--- src/rtl/skid_buffer.sv ---
// Two-entry elastic buffer with fully registered valid/ready/count outputs.
// out_data is the head (main) register; skid holds the second word.
module skid_buffer #(
  parameter int WIDTH = 4
) (
  input  logic             clk,
  input  logic             reset,
  input  logic             in_valid,
  output logic             in_ready,
  input  logic [WIDTH-1:0] in_data,
  output logic             out_valid,
  input  logic             out_ready,
  output logic [WIDTH-1:0] out_data,
  output logic [1:0]       count
);

  typedef enum logic [1:0] {
    EMPTY = 2'd0,
    ONE   = 2'd1,
    TWO   = 2'd2
  } state_t;

  state_t           state;
  state_t           state_nx;
  logic [WIDTH-1:0] skid;
  logic [WIDTH-1:0] main_nx;
  logic [WIDTH-1:0] skid_nx;
  logic [1:0]       count_nx;
  logic             it;
  logic             ot;

  assign it = in_valid & in_ready;
  assign ot = out_valid & out_ready;

  always_comb begin
    state_nx = state;
    main_nx  = out_data;
    skid_nx  = skid;
    count_nx = 2'd0;
    unique case (state)
      EMPTY: begin
        if (it) begin
          main_nx  = in_data;
          state_nx = ONE;
        end
      end
      ONE: begin
        if (it && ot) begin
          main_nx = in_data;
        end else if (it) begin
          skid_nx  = in_data;
          state_nx = TWO;
        end else if (ot) begin
          state_nx = EMPTY;
        end
      end
      TWO: begin
        if (ot) begin
          main_nx  = skid;
          state_nx = ONE;
        end
      end
      default: state_nx = EMPTY;
    endcase
    unique case (state_nx)
      ONE:     count_nx = 2'd1;
      TWO:     count_nx = 2'd2;
      default: count_nx = 2'd0;
    endcase
  end

  // Control outputs are loaded from next state so none depends on out_ready.
  always_ff @(posedge clk or negedge reset) begin
    if (!reset) begin
      state     <= EMPTY;
      out_data  <= '0;
      skid      <= '0;
      in_ready  <= 1'b0;
      out_valid <= 1'b0;
      count     <= 2'd0;
    end else begin
      state     <= state_nx;
      out_data  <= main_nx;
      skid      <= skid_nx;
      in_ready  <= (state_nx != TWO);
      out_valid <= (state_nx != EMPTY);
      count     <= count_nx;
    end
  end

endmodule
--- config.mk ---
export PLATFORM = sky130hd
export DESIGN_NAME = skid_buffer
export DESIGN_NICKNAME = d
export VERILOG_FILES = /design/src/rtl/skid_buffer.sv
export SDC_FILE = /design/constraint.sdc
export NUM_CORES = 1
export LEC_CHECK = 0
export CAP_MARGIN = 10
export CORE_MARGIN = 3
export CORE_UTILIZATION = 38
export DETAILED_ROUTE_END_ITERATION = 10
export PLACE_DENSITY = 0.67
export SLEW_MARGIN = 15
export SYNTH_ARGS = -nofsm -noshare
export SYNTH_HDL_FRONTEND = slang
export SYNTH_SLANG_ARGS = --single-unit
--- constraint.sdc ---
create_clock -name clk -period 1.4 [get_ports clk]
set_clock_uncertainty 0.05 [all_clocks]
set_input_delay 0.28 -clock clk [delete_from_list [all_inputs] [get_ports clk]]
set_output_delay 0.28 -clock clk [all_outputs]
set_load 0.05 [all_outputs]
==> run_results.csv, run 1 <==
group,metric,value,unit
floorplan,core_area,1520,um^2
global_route,grt_overflow,0,
critical_path,crit_fanout,6,
route,drt-wirelength-per-cell,12.9,um
clocking,cts_made_buffers,3,
route,drtIter0Drc,8,
yosys,yosys-top-cells-count,"dfrtp_1 (14), nand2_1 (14), mux2_2 (7)",
route,vias_per_cell,4.90,
floorplan,die-width,46.5,um
clocking,h-tree-depth,1,
placed_design,dp_slack,-294,ps
global_route,grt_pass1_vias,477,
critical_path,criticalPathCategory,"in2reg",
yosys,synth_fp_nets,63,
yosys,synth_top_flop_cell,"dfrtp_1",
flow_run,drv_cap,0,
floorplan,initial_utilization,0.410,
sta,clock.fmax,708,MHz
global_route,antenna_found_initial,0,
global_route,grt_max_degree,15,
power,power_per_cell_area,2490,nW/um^2
yosys,seq_area_frac_synth,0.561,
status,failed_checks,"negative setup slack",
finish,syn2layout_area_growth,61.1,%
global_route,grt_pass1_wl,2.08,mm
power,peakVddDrop,1170,uV
clocking,clock_sinks,14,
clocking,clk_path_buf_depth,2,
finish,nFillCells,111,
finish,regArea,354,um^2
route,via_count,475,
route,route.detailed.drc,0,
placed_design,portBuffers,15,
yosys,synthesis.instances,55,
floorplan,row_count,14,
critical_path,cp_data_required_time,1510,ps
clocking,cts_root_buffer,"clkbuf_4",
placed_design,detailed_place_hpwl,940,um
yosys,syn_avg_cell_area,11.4,um^2
sta,fin_crit_sh,1.01,
sta,slew_violations,0,
floorplan,dieArea,2170,um^2
critical_path,r2r_slack,-10,ps
yosys,yosysTopAreaCellShare,0.561,
yosys,ys_warn_count,0,
sta,setup_viol_count_final,4,
global_route,grt_usage,0.141,
yosys,synthArstFlopShare,1.00,
hold_path,holdCritPathClass,"in2async",
sta,maxSlewHeadroom,0.814,
yosys,synth_area_leader_cell,"dfrtp_1",
finish,diodes,0,
finish,fin_nets,91,
clocking,insertion_delay,270,ps
route,ant_nets,0,
power,leakagePower,0.461,nW
finish,layout.cells.non_filler,97,
sta,fin_ws,-12.3,ps
critical_path,timing.rr.end,"out_data[3]",
floorplan,fp.dieH,46.5,um
sta,min_period,1410,ps
sta,grt_setup_unrepaired,"yes",
route,dr.pass1.iters,3,
status,status,"finished with violations",
clocking,clkSlewWorstSetupHoldPaths,80,ps
yosys,synth_seq_cells,14,
yosys,syn_area,624,um^2
floorplan,pin_count,16,
yosys,synth-edff-count,0,
critical_path,r2r-start,"state[1]",
sta,hold_viol,0,
sta,tightest_slew,279,ps
critical_path,crit_arrival,1520,ps
critical_path,endpoint_kind,"register",
clocking,cts_tree,"built",
finish,multiInputGateArea,312,um^2
finish,drive_gt1_frac,0.481,
route,wirelength,1.25,mm
critical_path,critPathLaunchType,"primary input",
yosys,ys_types,17,
critical_path,reg2reg_depth,4,
placed_design,dp_cells,92,
placed_design,gp_congestion,0.725,
yosys,ys_top_cells_by_area,"dfrtp_1 (56%), mux2_2 (13%), nand2_1 (8.4%)",
[timing repair]
item	CTS	global route
setup buffers	0	2
resized for setup	2	6
pin swaps	0	2
hold buffers	0	0
endpoints found under the setup margin	8	7
[flip-flops by register name, summed over array words and instances (netlist names)]
name	count
count	2
out_data	4
skid	4
in_ready	1
state	2
out_valid	1
[per-layer routing]
metal	vias up	wire, um	GRT usage
met2	7	596	0.212
met4	0	24	0.0852
li1	243	-	-
met5	-	0	0
met3	4	58	0.0391
met1	221	574	0.177
[area by class of cell]
cell class,count,area share
multi-input combinational,40,0.310
timing repair buffer,24,0.296
sequential,14,0.352
clock buffer,3,0.0224
tap,16,0.0199
[power by group]
part           switching, W  internal [W]
clock              0.000116     0.0000996
combinational      0.000693      0.000811
sequential         0.000187      0.000601
[per-stage QoR]
stage,hold slack (ps),power [W],instance area (um^2),utilization,setup TNS [ps]
after global routing,278,0.00265,1010,0.660,-298
final,262,0.00251,1010,0.660,-34.8
after floorplan,-65.6,0.00149,642,-,-12.5
after CTS,271,0.00241,968,0.635,0
after global placement,439,0.00216,940,0.617,-2820
after detailed placement,448,0.00218,940,0.617,-2990
[worst max path at each step]
stage | from | end
2_1_floorplan | in_ready | out_data[0]
3_3_place_gp | in_valid | out_data[2]
3_5_place_dp | in_valid | skid[0]
4_1_cts | in_valid | out_data[2]
5_1_grt | state[1] | out_data[3]
6_report | in_valid | out_data[3]
[layout by cell type (no fill, tap or decap), types with 3 or more instances in the layout]
cell,count
buf_12,8
nand2_1,12
o21a_1,3
buf_4,9
dfrtp_2,3
mux2_4,4
mux2_2,4
dfrtp_1,11
clkbuf_4,3
clkdlybuf4s50_1,7
[logic make-up after synthesis]
kind of cell	Yosys count	synth area share
flip-flops	14	0.561
multiplexers	8	0.144
buffers and inverters	1	0.00801
AND/OR/NAND/NOR	22	0.154
AO/OA/AOI/OAI	10	0.132
[worst max-delay path, cell delays in order]
cell,delay [ps]
clkdlybuf4s50_1,440
nand2_4,110
o21ai_2,70
a31oi_4,280
mux2_4,330
No activity file was read; power rests on OpenSTA's default activity.
==> inputs of run 2 (changes only) <==
--- a/config.mk
+++ b/config.mk
@@ -7,9 +7,8 @@
 export LEC_CHECK = 0
 export CAP_MARGIN = 10
 export CORE_MARGIN = 3
-export CORE_UTILIZATION = 38
+export CORE_UTILIZATION = 35
 export DETAILED_ROUTE_END_ITERATION = 10
-export PLACE_DENSITY = 0.67
 export SLEW_MARGIN = 15
 export SYNTH_ARGS = -nofsm -noshare
 export SYNTH_HDL_FRONTEND = slang
==> run_results.csv, run 2 (synthesized netlist as in run 1, its figures left out) <==
group,metric,value,unit
status,status,"complete, no violations",
finish,reg_top3,"out_data (4), skid (4)",
global_route,grt_usage,0.122,
critical_path,timing.rr.end,"out_data[3]",
sta,clock.fmax,727,MHz
route,dr.pass1.iters,2,
flow_run,drv_cap,0,
floorplan,initial_utilization,0.392,
critical_path,reg2reg_depth,4,
finish,diodes,0,
power,switchingPower,0.000994,W
critical_path,endpoint,"out_data[3]",
power,power_per_cell_area,2490,nW/um^2
floorplan,dieArea,2330,um^2
route,via_count,488,
sta,grt_setup_unrepaired,"yes",
clocking,cts_root_buffer,"clkbuf_4",
critical_path,cpPeakStageDelay,470,ps
sta,min_period,1380,ps
global_route,antenna_found_initial,0,
global_route,grt_overflow,0,
finish,fin_util,0.627,
placed_design,detailed_place_hpwl,977,um
clocking,clk_path_buf_depth,2,
critical_path,critPathSlowestCell,"dfrtp_2",
hold_path,holdCritPathClass,"in2async",
floorplan,core_area,1590,um^2
power,leakagePower,0.441,nW
clocking,insertion_delay,280,ps
route,drt-wirelength-per-cell,12.3,um
clocking,cts_tree,"built",
finish,drive_gt1_frac,0.457,
sta,setup_viol_count_final,0,
clocking,clkSlewWorstSetupHoldPaths,90,ps
placed_design,place_area,950,um^2
route,route.detailed.drc,0,
critical_path,crit_arrival,1490,ps
finish,design_area,1000,um^2
finish,layout_common_cells,"nand2_1 (12), dfrtp_1 (11), buf_12 (8), buf_4 (8)",
floorplan,die-width,48.2,um
placed_design,dp_slack,-263,ps
sta,tns,0,ps
critical_path,endpoint_kind,"register",
placed_design,gp_congestion,0.735,
critical_path,crit_fanout,7,
critical_path,crit_chain,"nand2b_2 -> o21ai_2 -> a31oi_4 -> mux2_2",
floorplan,pin_count,16,
power,p_comb_frac,0.566,
clocking,cts_made_buffers,3,
sta,tightest_slew,225,ps
floorplan,fp.dieH,48.2,um
sta,hold_viol,0,
power,sw_frac_of_total,0.400,
finish,fin_nets,90,
power,power.internal,0.00149,W
clocking,h-tree-depth,1,
power,p_seq_frac,0.317,
critical_path,r2r_slack,20,ps
finish,syn2layout_area_growth,60.1,%
global_route,grt_pass1_vias,448,
power,clockPowerShare,0.117,
global_route,grt_pass1_wl,1.93,mm
finish,layout_commonest_cell,"nand2_1",
route,drtIter0Drc,2,
placed_design,portBuffers,15,
clocking,cts_hold_buf,0,
critical_path,cp_data_required_time,1520,ps
sta,slew_violations,0,
critical_path,crit_path_start,"state[1]",
sta,fin_ws,23.7,ps
route,vias_per_cell,4.65,
route,ant_nets,0,
route,wirelength,1.29,mm
critical_path,critPathLaunchType,"register",
global_route,grt_max_degree,15,
clocking,clock_sinks,14,
power,peakVddDrop,1440,uV
sta,maxSlewHeadroom,0.849,
critical_path,r2r-start,"state[1]",
sta,whs,257,ps
critical_path,criticalPathCategory,"reg2reg",
sta,fin_crit_sh,0.983,
floorplan,row_count,14,
-- run 2: per-stage QoR --
stage                     cells  power, W
after detailed placement    100   0.00219
after floorplan              55   0.00149
after global routing        105   0.00261
final                       105   0.00249
after global placement      100   0.00217
after CTS                   104   0.00249
-- run 2: worst min-delay path by stage --
stage,startpoint,depth (start not counted),endpoint,slack [ps]
final,reset,2,out_data[2],260
after floorplan,reset,0,count[0],-70
after global placement,skid[0],1,skid[0],440
after detailed placement,skid[3],1,skid[3],450
after CTS,reset,2,out_data[2],260
after global routing,reset,2,out_data[2],270
-- run 2: repair_timing --
action	in CTS	in global routing
setup endpoints to repair	4	8
gates resized for setup	1	1
setup buffers	0	1
-- run 2: layout make-up --
type / count / area, um^2
clock buffers: 4 / 36.3
well taps: 24 / 30.0
fillers: 144 / 594
multi-input cells: 40 / 289
flip-flops and latches: 14 / 354
repair buffers: 23 / 290
-- run 2: routing by layer --
| layer | up-vias | wire length, um | GRT usage |
|---|---|---|---|
| met5 | - | 0 | 0 |
| met4 | 0 | 10 | 0.0645 |
| met3 | 2 | 42 | 0.0258 |
| met2 | 6 | 647 | 0.180 |
| met1 | 235 | 588 | 0.166 |
| li1 | 245 | - | - |
-- run 2: worst max-delay path, delay by kind of cell, from the launching register on --
family	cells	cell delay, ps
AOI/OAI and AO/OA	2	280
DFF	1	470
muxes	1	370
and+or+nand+nor	1	100
-- run 2: power groups by stage --
stage,registers [W],clock network [W],logic [W]
final,0.000789,0.000291,0.00141
after floorplan,0.00109,0,0.000399
after global routing,0.000811,0.000307,0.00149
after detailed placement,0.000800,0,0.00139
after global placement,0.000785,0,0.00138
after CTS,0.000793,0.000298,0.00140
